## config.mk

```make
export PLATFORM = sky130hd
export DESIGN_NAME = fiapp_pipe_flat
export DESIGN_NICKNAME = d
export VERILOG_FILES = /design/src/rtl/fiapp_pipe_if.sv /design/src/rtl/fiapp_pipe.sv /design/src/flat_wrapper.sv
export SDC_FILE = /design/constraint.sdc
export NUM_CORES = 1
export LEC_CHECK = 0
export ABC_AREA = 1
export BUFFER_PORTS_ARGS = -buffer_cell sky130_fd_sc_hd__buf_2
export CAP_MARGIN = 20
export CORE_MARGIN = 8
export CORE_UTILIZATION = 60
export CTS_CLUSTER_DIAMETER = 40
export DETAILED_ROUTE_END_ITERATION = 16
export PLACE_DENSITY = 0.91
export SETUP_SLACK_MARGIN = 0.3
export SYNTH_ARGS = -nofsm -noshare
export SYNTH_HDL_FRONTEND = slang
export SYNTH_SLANG_ARGS = --single-unit
```

## constraint.sdc

```tcl
create_clock -name clk -period 8.27 [get_ports clk]
set_input_delay 0.827 -clock clk [delete_from_list [all_inputs] [get_ports clk]]
set_output_delay 0.827 -clock clk [all_outputs]
set_load 0.005 [all_outputs]
```

## src/rtl/fiapp_pipe_if.sv

```systemverilog
// fiapp_pipe_if: datapath, fault-injection and SOI signals of fiapp_pipe
interface fiapp_pipe_if #(
  parameter int N     = 2,
  parameter int W     = 8,
  parameter int DEPTH = 3,
  parameter int DURW  = 8,
  parameter int CNTW  = 16
);
  localparam int CW = N > 1 ? $clog2(N) : 1;
  localparam int SW = $clog2(DEPTH);
  logic [N*W-1:0]  i_din;
  logic [N-1:0]    i_en;
  logic [N*W-1:0]  o_dout;
  logic [N*W-1:0]  o_dout_n;
  logic            i_fi_req;
  logic [CW-1:0]   i_fi_chan;
  logic [SW-1:0]   i_fi_stage;
  logic [W-1:0]    i_fi_mask;
  logic [1:0]      i_fi_mode;
  logic [DURW-1:0] i_fi_dur;
  logic            o_fi_ack;
  logic            o_fi_err;
  logic            o_fi_busy;
  logic [CNTW-1:0] o_fi_count;
  logic [CW-1:0]   i_soi_chan;
  logic [SW-1:0]   i_soi_stage;
  logic [W-1:0]    o_soi_data;
  logic            o_soi_valid;
  logic            o_soi_chg;
  modport master (
    output i_din, i_en, i_fi_req, i_fi_chan, i_fi_stage, i_fi_mask, i_fi_mode, i_fi_dur,
           i_soi_chan, i_soi_stage,
    input  o_dout, o_dout_n, o_fi_ack, o_fi_err, o_fi_busy, o_fi_count,
           o_soi_data, o_soi_valid, o_soi_chg
  );
  modport slave (
    input  i_din, i_en, i_fi_req, i_fi_chan, i_fi_stage, i_fi_mask, i_fi_mode, i_fi_dur,
           i_soi_chan, i_soi_stage,
    output o_dout, o_dout_n, o_fi_ack, o_fi_err, o_fi_busy, o_fi_count,
           o_soi_data, o_soi_valid, o_soi_chg
  );
endinterface

```

## src/rtl/fiapp_pipe.sv

```systemverilog
// fiapp_pipe: N-channel DEPTH-stage pipeline with runtime flip/stuck-at injection and SOI monitor
module fiapp_pipe #(
  parameter int N     = 2,
  parameter int W     = 8,
  parameter int DEPTH = 3,
  parameter int DURW  = 8,
  parameter int CNTW  = 16
) (
  input logic          clk,
  input logic          reset,
  fiapp_pipe_if.slave  p
);
  localparam int CW = N > 1 ? $clog2(N) : 1;
  localparam int SW = $clog2(DEPTH);
  localparam logic [0:0] IDLE   = 1'b0;
  localparam logic [0:0] ACTIVE = 1'b1;
  logic [W-1:0]      r_s [N][DEPTH];
  logic [W-1:0]      w_d [N][DEPTH];
  logic [N*W-1:0]    r_dout_n;
  logic [N*W-1:0]    w_dout;
  logic [0:0]        r_state;
  logic [CW-1:0]     r_chan;
  logic [SW-1:0]     r_stage;
  logic [W-1:0]      r_mask;
  logic [1:0]        r_mode;
  logic [DURW-1:0]   r_cnt;
  logic [CNTW-1:0]   r_count;
  logic              r_ack;
  logic              r_err;
  logic              r_valid;
  logic              r_chg;
  logic [W-1:0]      r_soi;
  logic [W-1:0]      w_soi;
  logic [2**CW-1:0]  w_chan_ok;
  logic [2**SW-1:0]  w_stage_ok;
  logic              w_bad;
  // Legal-index tables avoid comparing narrow selects against out-of-range constants
  always_comb begin
    w_chan_ok = '0;
    w_stage_ok = '0;
    for (int i = 0; i < 2**CW; i++) w_chan_ok[i] = i < N;
    for (int i = 0; i < 2**SW; i++) w_stage_ok[i] = i < DEPTH;
  end
  assign w_bad = !w_chan_ok[p.i_fi_chan] || !w_stage_ok[p.i_fi_stage] ||
                 p.i_fi_mask == '0 || p.i_fi_mode == 2'd3;
  always_comb begin
    for (int c = 0; c < N; c++) begin
      w_d[c][0] = p.i_en[c] ? p.i_din[c*W +: W] : r_s[c][0];
      for (int k = 1; k < DEPTH; k++) w_d[c][k] = r_s[c][k-1];
      for (int k = 0; k < DEPTH; k++)
        if (r_state == ACTIVE && r_chan == CW'(c) && r_stage == SW'(k))
          w_d[c][k] = r_mode == 2'd0 ? w_d[c][k] ^ r_mask :
                      r_mode == 2'd1 ? w_d[c][k] & ~r_mask : w_d[c][k] | r_mask;
    end
  end
  always_comb begin
    w_soi = '0;
    w_dout = '0;
    for (int c = 0; c < N; c++) begin
      w_dout[c*W +: W] = r_s[c][DEPTH-1];
      for (int k = 0; k < DEPTH; k++)
        if (p.i_soi_chan == CW'(c) && p.i_soi_stage == SW'(k)) w_soi = r_s[c][k];
    end
  end
  always_ff @(posedge clk or posedge reset)
    if (reset) begin
      for (int c = 0; c < N; c++)
        for (int k = 0; k < DEPTH; k++) r_s[c][k] <= '0;
      r_dout_n <= '0;
      r_state  <= IDLE;
      r_chan   <= '0;
      r_stage  <= '0;
      r_mask   <= '0;
      r_mode   <= '0;
      r_cnt    <= '0;
      r_count  <= '0;
      r_ack    <= 1'b0;
      r_err    <= 1'b0;
      r_valid  <= 1'b0;
      r_chg    <= 1'b0;
      r_soi    <= '0;
    end else begin
      for (int c = 0; c < N; c++) begin
        for (int k = 0; k < DEPTH; k++) r_s[c][k] <= w_d[c][k];
        r_dout_n[c*W +: W] <= ~r_s[c][0];
      end
      r_ack   <= r_state == IDLE && p.i_fi_req;
      r_err   <= r_state == IDLE && p.i_fi_req && w_bad;
      r_valid <= 1'b1;
      r_soi   <= w_soi;
      r_chg   <= r_valid && w_soi != r_soi;
      if (r_state == IDLE) begin
        if (p.i_fi_req && !w_bad) begin
          r_state <= ACTIVE;
          r_chan  <= p.i_fi_chan;
          r_stage <= p.i_fi_stage;
          r_mask  <= p.i_fi_mask;
          r_mode  <= p.i_fi_mode;
          r_cnt   <= p.i_fi_mode == 2'd0 || p.i_fi_dur == '0 ? DURW'(1) : p.i_fi_dur;
        end
      end else begin
        r_cnt <= r_cnt - DURW'(1);
        if (r_cnt == DURW'(1)) begin
          r_state <= IDLE;
          r_count <= r_count + CNTW'(r_count != '1);
        end
      end
    end
  assign p.o_dout      = w_dout;
  assign p.o_dout_n    = r_dout_n;
  assign p.o_fi_ack    = r_ack;
  assign p.o_fi_err    = r_err;
  assign p.o_fi_busy   = r_state == ACTIVE;
  assign p.o_fi_count  = r_count;
  assign p.o_soi_data  = r_soi;
  assign p.o_soi_valid = r_valid;
  assign p.o_soi_chg   = r_chg;
endmodule
```

## src/flat_wrapper.sv

```systemverilog
// flat-port wrapper written by rule: the top's interface ports become plain ports
module fiapp_pipe_flat 
#(
  parameter int N     = 2,
  parameter int W     = 8,
  parameter int DEPTH = 3,
  parameter int DURW  = 8,
  parameter int CNTW  = 16
)
  (clk, reset, p_i_din, p_i_en, p_i_fi_req, p_i_fi_chan, p_i_fi_stage, p_i_fi_mask, p_i_fi_mode, p_i_fi_dur, p_i_soi_chan, p_i_soi_stage, p_o_dout, p_o_dout_n, p_o_fi_ack, p_o_fi_err, p_o_fi_busy, p_o_fi_count, p_o_soi_data, p_o_soi_valid, p_o_soi_chg);
  fiapp_pipe_if #(.N(N), .W(W), .DEPTH(DEPTH), .DURW(DURW), .CNTW(CNTW)) p_i ();
  input logic clk;
  input logic reset;
  input wire logic [$bits(p_i.i_din)-1:0] p_i_din;
  input wire logic [$bits(p_i.i_en)-1:0] p_i_en;
  input wire logic [$bits(p_i.i_fi_req)-1:0] p_i_fi_req;
  input wire logic [$bits(p_i.i_fi_chan)-1:0] p_i_fi_chan;
  input wire logic [$bits(p_i.i_fi_stage)-1:0] p_i_fi_stage;
  input wire logic [$bits(p_i.i_fi_mask)-1:0] p_i_fi_mask;
  input wire logic [$bits(p_i.i_fi_mode)-1:0] p_i_fi_mode;
  input wire logic [$bits(p_i.i_fi_dur)-1:0] p_i_fi_dur;
  input wire logic [$bits(p_i.i_soi_chan)-1:0] p_i_soi_chan;
  input wire logic [$bits(p_i.i_soi_stage)-1:0] p_i_soi_stage;
  output wire logic [$bits(p_i.o_dout)-1:0] p_o_dout;
  output wire logic [$bits(p_i.o_dout_n)-1:0] p_o_dout_n;
  output wire logic [$bits(p_i.o_fi_ack)-1:0] p_o_fi_ack;
  output wire logic [$bits(p_i.o_fi_err)-1:0] p_o_fi_err;
  output wire logic [$bits(p_i.o_fi_busy)-1:0] p_o_fi_busy;
  output wire logic [$bits(p_i.o_fi_count)-1:0] p_o_fi_count;
  output wire logic [$bits(p_i.o_soi_data)-1:0] p_o_soi_data;
  output wire logic [$bits(p_i.o_soi_valid)-1:0] p_o_soi_valid;
  output wire logic [$bits(p_i.o_soi_chg)-1:0] p_o_soi_chg;
  assign p_i.i_din = p_i_din;
  assign p_i.i_en = p_i_en;
  assign p_i.i_fi_req = p_i_fi_req;
  assign p_i.i_fi_chan = p_i_fi_chan;
  assign p_i.i_fi_stage = p_i_fi_stage;
  assign p_i.i_fi_mask = p_i_fi_mask;
  assign p_i.i_fi_mode = p_i_fi_mode;
  assign p_i.i_fi_dur = p_i_fi_dur;
  assign p_i.i_soi_chan = p_i_soi_chan;
  assign p_i.i_soi_stage = p_i_soi_stage;
  assign p_o_dout = p_i.o_dout;
  assign p_o_dout_n = p_i.o_dout_n;
  assign p_o_fi_ack = p_i.o_fi_ack;
  assign p_o_fi_err = p_i.o_fi_err;
  assign p_o_fi_busy = p_i.o_fi_busy;
  assign p_o_fi_count = p_i.o_fi_count;
  assign p_o_soi_data = p_i.o_soi_data;
  assign p_o_soi_valid = p_i.o_soi_valid;
  assign p_o_soi_chg = p_i.o_soi_chg;
  fiapp_pipe #(.N(N), .W(W), .DEPTH(DEPTH), .DURW(DURW), .CNTW(CNTW)) u_core (.clk(clk), .reset(reset), .p(p_i));
endmodule
```

Yosys cells after proc, flatten, opt, wreduce, memory -nomap -nowiden
Index checks and enable logic that the tools add are counted.

Bits in registers: 114. Output and inout port bits: 61. Bits of input ports: 45.

$add $sub $neg: 2. Mux-type cells: 35. Bitwise operators: 24. Equality and inequality tests: 9. Magnitude comparators: 2. Reductions and logical operators: 34.

Operators by type and width (count): 2-to-1 mux 8 bit (29); AND 8 bit (6); bitwise OR 8 bit (6); XOR 8 bit (6); inverter 8 bit (3); logical AND 1 bit (18); adder 16 x 1 -> 16 bit (1); zero test 8 bit (2); != test 16 bit, second input constant (1); equality test 8 x 1 -> 1 bit, second input constant (1); zero test 2 bit (4); != test 8 bit (1); subtractor 8 x 1 -> 8 bit, second input constant (1); equality test 2 x 1 -> 1 bit, second input constant (3); equality test 2 bit, second input constant (3); 2-to-1 mux 1 bit (5); logical OR 1 bit (4); AND reduction 2 bit (2); zero test 1 bit (3); less-than comparator 2 x 3 -> 1 bit, second input constant (1); inverter 1 bit (3); binary-select mux 1 bit (select 2 bit) (1); less-than comparator 1 x 2 -> 1 bit, second input constant (1); nonzero test 2 bit (1).

Longest topological paths before layout
Word-level depth: 10. Mapped depth: 15.

Worst setup path after synthesis
Ideal clock, no wire load.

Path kind: input-to-reg. Start point: input p_i_soi_stage[1]. End point: register u_core.r_chg (netlist: u_core.p.o_soi_chg). Cell stages on the path: 13. Setup slack: 6.258 ns. Arrival: 1.896 ns. Library setup time: 0.115 ns. Path buffers: 1. Cell sequence: inv_2 -> nor2_8 -> nand2_4 -> buf_6 -> or2_0 -> nand2_1 -> nand4_2 -> nand2_1 -> nand2_1 -> nor2_1 -> nand2_1 -> nor2_1 -> nor2_1.

Word-level cells in the longest chain between the ends: 10.

Ends and longest elaborated chain: from (decl) (RTL line flat_wrapper.sv:23) `input wire logic [$bits(p_i.i_soi_stage)-1:0] p_i_soi_stage;`; zero test 2 bit (RTL line fiapp_pipe.sv:62) `if (p.i_soi_chan == CW'(c) && p.i_soi_stage == SW'(k)) w_soi = r_s[c][k];`; logical AND 1 bit (RTL line fiapp_pipe.sv:62); 2-to-1 mux 8 bit (5 in a row) (RTL line fiapp_pipe.sv:62); 2-to-1 mux 8 bit (*) (RTL line fiapp_pipe.sv:62); via u_core.w_soi[6] (RTL line fiapp_pipe.sv:33) `logic [W-1:0] w_soi;`; != test 8 bit (*) (RTL line fiapp_pipe.sv:91) `r_chg <= r_valid && w_soi != r_soi;`; logical AND 1 bit (*) (RTL line fiapp_pipe.sv:91); to (signal assigned) (RTL line fiapp_pipe.sv:91); to (decl) (RTL line fiapp_pipe.sv:31) `logic r_chg;`.

The timed path passes the listed nets; every way through them passes the cells marked *. A chain may end at the register's enable or synchronous reset.

==> flow_summary.json <==
{
  "cts_sinks": 114,
  "cts-buffers-inserted": 17,
  "vias_per_cell": 5.84,
  "cts_tree": "built",
  "synth_edf_count": 0,
  "drv_slew": 0,
  "drive_gt1_share_pct": 19.7,
  "syn_area_sq_mm": 0.00586,
  "seq_area_frac_synth_pct": 48.6,
  "insertion_delay_ns": 0.52,
  "dp_cells": 916,
  "max_freq_mhz": 458,
  "async_reset_ff_share_pct": 100,
  "synth-seq-cells": 114,
  "synth_flop_cell": "dfrtp_1",
  "synthesis.nets": 761,
  "maxSlewHeadroom_pct": 62.1,
  "ir_drop_uv": 125,
  "ys_types": 43,
  "io_pins": 106,
  "finalClockSkew_ns": 0.0134,
  "antenna_found_initial": 0,
  "cap_violations": 0,
  "critPathLaunchType": "flip-flop",
  "tightest_slew_ns": 0.567,
  "r2r_start": "u_core.p.o_fi_busy",
  "period_share_pct": 26.4,
  "cts_buffer_depth": 2,
  "setup_ws_ns": 6.09,
  "worst_hold_slack_ns": 0.312,
  "r2r_slack_ns": 6.09,
  "syn_avg_cell_area_sq_um": 8.24,
  "vias": 5532,
  "dp_slack_ns": 5.66,
  "ant_nets": 0,
  "tns_ns": 0,
  "cts_hold_buf": 0,
  "detail_route.iter0.violations": 542,
  "start_util_pct": 60.8,
  "syn_inst": 712,
  "grt_pass1_wl_microns": 27100,
  "die_w_microns": 115,
  "arrival_ns": 2.61,
  "cts-resized-gates": 0,
  "cp_max_fo": 12,
  "dr.pass1.iters": 6,
  "fin_nets": 852,
  "track_usage_pct": 26.4,
  "ys_warn_count": 0,
  "rsz0062_at_grt": "no",
  "clockRootBuffer": "clkbuf_8",
  "port_buffers": 105,
  "final_common_cell": "nand2_1",
  "p_leak_nw": 3.50,
  "wire_per_inst_microns": 17.3,
  "post_cts_buffers": 0,
  "power.density_mw_per_mm2": 218,
  "row_count": 36,
  "die_area_sq_mm": 0.0132,
  "grt_max_degree": 81,
  "crit_type": "flip-flop to flip-flop",
  "yosysTopAreaCell": "dfrtp_1",
  "required_ns": 8.70,
  "synth_top_area_share_pct": 48.6,
  "status": "finished clean",
  "hpwl_microns": 11900,
  "finalHoldViolCount": 0,
  "worst-r2r-cell-count": 6,
  "fin_cells": 947,
  "die_y_microns": 115,
  "worstHoldPathType": "input pin to asynchronous set/reset pin",
  "crit_chain": "inv_1 > nor2_1 > nand2_1 > inv_1 > o21ai_0 > o21ai_0",
  "crit_path_end_kind": "flip-flop",
  "most-common-layout-cells": "125 x nand2_1, 114 x dfrtp_1, 105 x buf_2",
  "htreeDepth": 4,
  "fill_cells": 766,
  "reg2reg_to": "u_core.r_s[37]",
  "routed_wl_microns": 16400,
  "antenna_cells": 0,
  "setup_viol": 0,
  "overflow": 0,
  "area_delta_synth_final_pct": 18.0,
  "grt_pass1_vias": 5593,
  "core_area_sq_mm": 0.00964,
  "drc": 0,
  "gp_congestion": 0.924,
  "slowest_stage": "dfrtp_1",
  "period_needed_ns": 2.18,
  "synthTopCellsByArea": "dfrtp_1 49%, o21ai_0 8.1%, nand2_1 8.0%, inv_1 6.3%, nor2_1 3.8%",
  "path_clk_slew_ns": 0.05,
  "max_stage_delay_ns": 0.54
}
==> cells in the mapped netlist (2+ instances only) <==
cell type and n:
inv_2 4, clkbuf_1 13, or2_2 3, xor2_1 12
o22ai_1 2, nand3_1 40, mux2_2 2, o21ai_0 95
nand2_1 125, or2_0 8, a211oi_1 2, ha_1 4
nor2_2 5, a32oi_1 2, nor4_1 5, or2_1 5
nand3_2 2, nand3b_1 5, dfrtp_1 114, nand4_1 11
xnor2_1 4, nand4_2 2, nor3_1 5, buf_4 16
buf_6 2, inv_1 98, o32ai_1 3, o211ai_1 18
nor2_1 60, nor3_2 2, a21oi_1 21, a32o_1 7
buf_2 5
==> metal layers <==
layer	part of all wire [%]	up-vias	global-route usage, %
li1	-	2512	-
met1	39	2601	31.1
met2	47	354	42.8
met3	9.4	65	6.72
met4	4.4	0	15.8
met5	0	-	0
==> cell families (layout without fill, tap and decap cells) <==
family | count (synthesis) | after routing | synth area share (%)
multiplexers | 2 | 2 | 0.384
other | 1 | 1 | 0.0639
AO/OA/AOI/OAI | 153 | 153 | 15.0
XOR/XNOR | 16 | 16 | 2.39
buffers and inverters | 139 | 241 | 10.3
AND/OR/NAND/NOR | 283 | 283 | 22.3
adder cells (fa/ha/maj) | 4 | 4 | 0.853
flip-flops | 114 | 114 | 48.6
==> state kept, by name (all words and copies together), names as in the netlist, 2 cells and up <==
name / flops
u_core.r_s: 32
u_core.p.o_dout: 16
u_core.p.o_dout_n: 16
u_core.p.o_fi_count: 16
u_core.p.o_soi_data: 8
u_core.r_cnt: 8
u_core.r_mask: 8
u_core.r_mode: 2
u_core.r_stage: 2
==> cell type report <==
class	count	area (sq um)	share of cell area, %
clock buffer	24	480	6.94
timing repair buffer	108	568	8.21
tap	133	166	2.40
clock inverter	6	55.1	0.796
inverter	103	389	5.62
sequential	114	2850	41.2
multi-input combinational	459	2410	34.8
==> worst max-delay path, delay by kind of cell, from the launching register on <==
family                 cells  cell delay [ns]
AOI/OAI and AO/OA          2             0.45
buffers and inverters      2             0.53
DFF                        1             0.54
and+or+nand+nor            2             0.56
==> per-stage QoR <==
| step | instance area (sq um) | utilization [%] | power [W] |
|---|---|---|---|
| final | 6920 | 71.8 | 0.00151 |
| after global routing | 6920 | 71.8 | 0.00157 |
| after CTS | 6890 | 71.5 | 0.00151 |
| after detailed placement | 6360 | 66.0 | 0.000846 |
| after global placement | 6360 | 66.0 | 0.000836 |
| after floorplan | 5860 | - | 0.000772 |
==> worst max-delay path by stage <==
stage / startpoint / end / slack (ns) / depth (start not counted)
final: u_core.p.o_fi_busy / u_core.r_s[37] / 6.09 / 6
after floorplan: reset / u_core.p.o_dout[0] / 4.43 / 1
after global routing: u_core.p.o_fi_count[5] / u_core.p.o_fi_count[15] / 5.84 / 12
after detailed placement: p_i_fi_mask[1] / u_core.r_cnt[0] / 5.66 / 7
after CTS: u_core.p.o_fi_count[6] / u_core.p.o_fi_count[15] / 6.15 / 12
after global placement: p_i_fi_mask[1] / u_core.r_cnt[0] / 5.67 / 7
==> power breakdown <==
part | total [W] | internal, W | switching, W
sequential | 0.000647 | 0.000608 | 0.0000386
clock | 0.000665 | 0.000423 | 0.000242
combinational | 0.000199 | 0.0000712 | 0.000128
total | 0.00151 | 0.00110 | 0.000408
No activity file was read; power rests on OpenSTA's default activity.
